$ cat src/rtl/mem_port_arbiter.sv
// Arbitrates instruction-fetch (I) and data (D) requesters onto a single cache controller port.
// Optional MEM_PORT_ARBITER_RR_EN: round-robin on simultaneous requests (default: fixed D-over-I).
module mem_port_arbiter #(
   parameter int ADDR_WIDTH     = 32,
   parameter int DATA_WIDTH     = 32,
   parameter int TIMEOUT_CYCLES = 1023
) (
   input  logic                  clk,
   input  logic                  rst,
   input  logic                  i_rd_en,
   input  logic [ADDR_WIDTH-1:0] i_address,
   output logic [DATA_WIDTH-1:0] i_rdata,
   output logic                  i_ready,
   input  logic                  d_rd_en,
   input  logic                  d_wr_en,
   input  logic [ADDR_WIDTH-1:0] d_address,
   input  logic [DATA_WIDTH-1:0] d_wdata,
   output logic [DATA_WIDTH-1:0] d_rdata,
   output logic                  d_ready,
   output logic [ADDR_WIDTH-1:0] mem_address,
   output logic [DATA_WIDTH-1:0] mem_wdata,
   output logic                  mem_r_en,
   output logic                  mem_w_en,
   input  logic [DATA_WIDTH-1:0] mem_rdata,
   input  logic                  mem_ready,
   output logic                  timeout_err
);
   localparam int CW = $clog2(TIMEOUT_CYCLES + 1);
   localparam logic [CW-1:0] WD_MAX = CW'(TIMEOUT_CYCLES);

   typedef enum logic [1:0] {IDLE, GRANT_I, GRANT_D} state_t;

   state_t        state_reg, state_next;
   logic [CW-1:0] wd_cnt_reg, wd_cnt_next;
   logic          timeout_err_reg, timeout_err_next;
   logic          last_owner_reg, last_owner_next;  // 1 = D owned the port last
   logic          d_req;
   logic          granted;

   assign d_req       = d_rd_en | d_wr_en;
   assign granted     = (state_reg == GRANT_I) || (state_reg == GRANT_D);
   assign timeout_err = timeout_err_reg;

`ifndef MEM_PORT_ARBITER_RR_EN
   logic unused_last_owner;
   assign unused_last_owner = last_owner_reg;
`endif

   always_ff @(posedge clk or negedge rst) begin
      if (!rst) begin
         state_reg       <= IDLE;
         wd_cnt_reg      <= '0;
         timeout_err_reg <= 1'b0;
         last_owner_reg  <= 1'b0;
      end else begin
         state_reg       <= state_next;
         wd_cnt_reg      <= wd_cnt_next;
         timeout_err_reg <= timeout_err_next;
         last_owner_reg  <= last_owner_next;
      end
   end

   // Watchdog is held at zero outside grants, so every grant starts counting from zero.
   always_comb begin
      wd_cnt_next      = wd_cnt_reg;
      timeout_err_next = timeout_err_reg;
      if (!granted)
         wd_cnt_next = '0;
      else if (!mem_ready && (wd_cnt_reg != WD_MAX))
         wd_cnt_next = wd_cnt_reg + CW'(1);
      if (granted && (wd_cnt_next == WD_MAX))
         timeout_err_next = 1'b1;
   end

   always_comb begin
      state_next      = state_reg;
      last_owner_next = last_owner_reg;
      mem_address     = '0;
      mem_wdata       = '0;
      mem_r_en        = 1'b0;
      mem_w_en        = 1'b0;
      i_rdata         = '0;
      d_rdata         = '0;
      i_ready         = ~i_rd_en;
      d_ready         = ~d_req;
      case (state_reg)
         IDLE: begin
`ifdef MEM_PORT_ARBITER_RR_EN
            if (d_req && !(i_rd_en && last_owner_reg))
               state_next = GRANT_D;
            else if (i_rd_en)
               state_next = GRANT_I;
`else
            if (d_req)
               state_next = GRANT_D;
            else if (i_rd_en)
               state_next = GRANT_I;
`endif
         end
         GRANT_I: begin
            mem_address = i_address;
            mem_r_en    = i_rd_en;
            i_ready     = mem_ready;
            i_rdata     = mem_ready ? mem_rdata : '0;
            if (mem_ready || !i_rd_en) begin
               state_next      = IDLE;
               last_owner_next = 1'b0;
            end
         end
         GRANT_D: begin
            mem_address = d_address;
            mem_wdata   = d_wdata;
            mem_w_en    = d_wr_en;
            mem_r_en    = d_rd_en & ~d_wr_en;
            d_ready     = mem_ready;
            d_rdata     = mem_ready ? mem_rdata : '0;
            if (mem_ready || !d_req) begin
               state_next      = IDLE;
               last_owner_next = 1'b1;
            end
         end
         default: state_next = IDLE;
      endcase
   end
endmodule
$ cat config.mk
export PLATFORM = sky130hd
export DESIGN_NAME = mem_port_arbiter
export DESIGN_NICKNAME = d
export VERILOG_FILES = /design/src/rtl/mem_port_arbiter.sv
export SDC_FILE = /design/constraint.sdc
export NUM_CORES = 1
export LEC_CHECK = 0
export CAP_MARGIN = 20
export CELL_PAD_IN_SITES_DETAIL_PLACEMENT = 2
export CELL_PAD_IN_SITES_GLOBAL_PLACEMENT = 2
export CORE_MARGIN = 2
export CORE_UTILIZATION = 10
export CTS_BUF_LIST = sky130_fd_sc_hd__clkbuf_16
export DETAILED_ROUTE_END_ITERATION = 10
export HOLD_SLACK_MARGIN = 0.02
export PLACE_DENSITY = 0.9
export SETUP_SLACK_MARGIN = 0.1
export SLEW_MARGIN = 20
export SYNTH_ARGS = -nofsm -noshare
export SYNTH_HDL_FRONTEND = slang
export SYNTH_SLANG_ARGS = --single-unit
$ cat constraint.sdc
create_clock -name clk -period 2.75 [get_ports clk]
set_input_delay 0.55 -clock clk [delete_from_list [all_inputs] [get_ports clk]]
set_output_delay 0.55 -clock clk [all_outputs]
set_load 0.01 [all_outputs]
==> impl_metrics.toml <==
[status]
status = "completed"

[clocking]
clk_pin_slew_worst_paths_ns = 0.05
clockBufferDepth = 2
htree_levels = 1
postCtsHoldBufs = 0
clock_latency_ns = 0.24
root_buffer = "clkbuf_16"
cts_num_sinks = 13
cts_inserted_buffers = 3
cts_tree = "done"

[yosys]
ys_ff_latch = 13
synth_area_leader_cell = "and3_1"
yosysWarnings = 0
synth_cells = 283
syn-num-nets = 421
synth_area_per_cell_um2 = 6.87
yosysSeqAreaShare_pct = 16.7
ys.flop_type = "dfrtp_1"
yosysUniqueCellTypes = 40
synth_most_common_cell = "and3_1"
synth-edff-count = 0
async_reset_ff_share_pct = 100
synth_common_cells = "and3_1 (65), nor2_1 (37), and2_1 (36), a22oi_1 (32), clkbuf_1 (25)"
netlist.area_leader.share_pct = 20.9
netlist_area_mm2 = 0.00195
synthTopCellsByArea = "and3_1 (21%), dfrtp_1 (17%), a22oi_1 (12%)"

[layout]
nNetsFinal = 673
insertedDiodeCount = 0
drive_gt1_share_pct = 5.62
largest_reg_flops = 10
area_delta_synth_final_pct = 165

[flow_run]
drv_cap = 0

[floorplanning]
io_pins = 267
rows = 51
dieWidth_um = 143
core_area_mm2 = 0.0193
dieArea_mm2 = 0.0206
die_h_um = 143
start_util_pct = 10.1

[global_route]
grt_antenna_before_repair = 0
globalRouteOverflowTotal = 0
grt_pass1_wl_mm = 19.9
grt_max_degree = 58
first_global_vias = 3407
grtUsageTotal_pct = 12.4

[min_path]
min_from = "timeout_err"
whs_endpoint = "timeout_err"
hold_path_depth = 2
min_path_type = "reg -> reg"

[critical_path]
worstPathRequired_ns = 2.20
r2r_cells = 6
worst_setup_path_start_kind = "input pin"
crit_top_cell = "clkdlybuf4s50_1"
regToRegSetupSlack_ns = 0.57
crit_type = "in -> out"
cp_max_fo = 4
r2r_start = "wd_cnt_reg[0]"
reg2reg_to = "timeout_err"
cpPeakStageDelay_ns = 0.60
slowest_stage = "clkdlybuf4s50_1"
cp_data_arrival_time_ns = 2.01
crit_chain = "clkdlybuf4s50_1 > nor2_2 > mux2_2 > clkdlybuf4s50_1"
end_kind = "output port"

[detailed_routing]
vias = 3196
drc = 0
avgViaCountPerCell = 4.00
ant_nets = 0
first_iter_violations = 137
firstDrtPassIters = 3
routed_wl_mm = 13.7
wire_per_inst_um = 17.1

[timing]
hold_slack_ns = 0.477
final_hold_viol_count = 0
fin_crit_sh_pct = 92.9
tns_ns = 0
rsz0062_at_grt = "no"
skew_ns = 0.00290
worst_pin_slew_ns = 0.605
relSlewSlack_pct = 59.6
min_period_ns = 2.56
slew_violations = 0
setup_violations = 0
fmax_mhz = 391

[power]
peakVddDrop_mv = 0.222
p_per_area_mw_per_mm2 = 596
total_leakage_power_nw = 2.28

[place]
hpwl_mm = 10.9
port_buffers = 266
place_congestion = 0.774
-- per-stage QoR --
step / area [um2] / util (%) / std cells / power, mW / setup slack, ns
3_5_place_dp: 4950 / 25.7 / 791 / 2.69 / 0.135
6_report: 5160 / 26.8 / 799 / 3.07 / 0.195
3_3_place_gp: 4950 / 25.7 / 791 / 2.64 / 0.117
4_1_cts: 5080 / 26.3 / 796 / 3.09 / 0.0838
2_1_floorplan: 1950 / - / 283 / 1.24 / 0.514
5_1_grt: 5160 / 26.8 / 799 / 3.30 / 0.0948
-- cell type report --
cell class | instances | area [um2]
fillers | 2231 | 14100
repair buffers | 280 | 2890
multi-input cells | 231 | 1510
well taps | 265 | 332
flip-flops and latches | 13 | 325
clock buffers | 3 | 75.1
inverters | 6 | 22.5
clock inverters | 1 | 3.75
-- layer usage --
layer | vias up | wire, um | GRT usage [%]
li1 | 1526 | - | -
met1 | 1529 | 5670 | 15.1
met2 | 131 | 7080 | 23.4
met3 | 10 | 815 | 1.87
met4 | 0 | 129 | 1.96
met5 | - | 0 | 0
-- power breakdown --
| part | switching (mW) | internal [mW] | total [mW] | leakage [nW] |
|---|---|---|---|---|
| combinational | 1.19 | 1.36 | 2.55 | 2.06 |
| sequential | 0.0349 | 0.215 | 0.249 | 0.173 |
| clock | 0.0829 | 0.192 | 0.275 | 0.0423 |
-- critical path: cells and delay by family --
family	cells	cell delay, ns
muxes	1	0.20
and+or+nand+nor	1	0.18
buffers and inverters	2	1.07
-- timing repair --
| item | in CTS | in global routing |
|---|---|---|
| setup endpoints to repair | 30 | 64 |
| gates cloned | 1 | 0 |
| buffers inserted | 0 | 3 |
| gates resized for setup | 4 | 18 |
-- cell families (layout without fill, tap and decap cells) --
| group | after synthesis | count (layout) | synth area share, % |
|---|---|---|---|
| compound gates | 62 | 62 | 23.5 |
| xor+xnor | 2 | 2 | 0.900 |
| fa+ha+maj | 4 | 4 | 2.57 |
| buf+inv | 39 | 290 | 7.91 |
| flops | 13 | 13 | 16.7 |
| mux | 2 | 2 | 1.09 |
| simple gates | 161 | 161 | 47.3 |
-- worst max path at each step --
stage / startpoint / endpoint / slack, ns / cells after the start
final: d_wr_en / d_ready / 0.19 / 4
after global routing: state_reg[0] / mem_r_en / 0.09 / 6
after CTS: state_reg[0] / mem_r_en / 0.08 / 6
after detailed placement: d_wr_en / d_ready / 0.14 / 4
after global placement: d_wr_en / d_ready / 0.12 / 4
after floorplan: state_reg[0] / mem_address[10] / 0.51 / 7
-- cells in the final DEF (no fill, tap or decap), drive strengths merged, types with 2 or more instances in the layout --
cell type,synthesis,routed
clkdlybuf4s50,0,253
and3,65,65
nor2,37,37
and2,36,36
a22oi,32,32
buf,8,14
dfrtp,13,13
dlymetal6s2s,0,12
nand2,7,7
o21ai,7,7
inv,6,7
a21oi,6,6
a31oi,6,6
ha,4,4
and4b,3,3
and4,3,3
clkbuf,25,3
a311oi,3,3
nand3,2,2
nor2b,2,2
No activity file was read; power rests on OpenSTA's default activity.
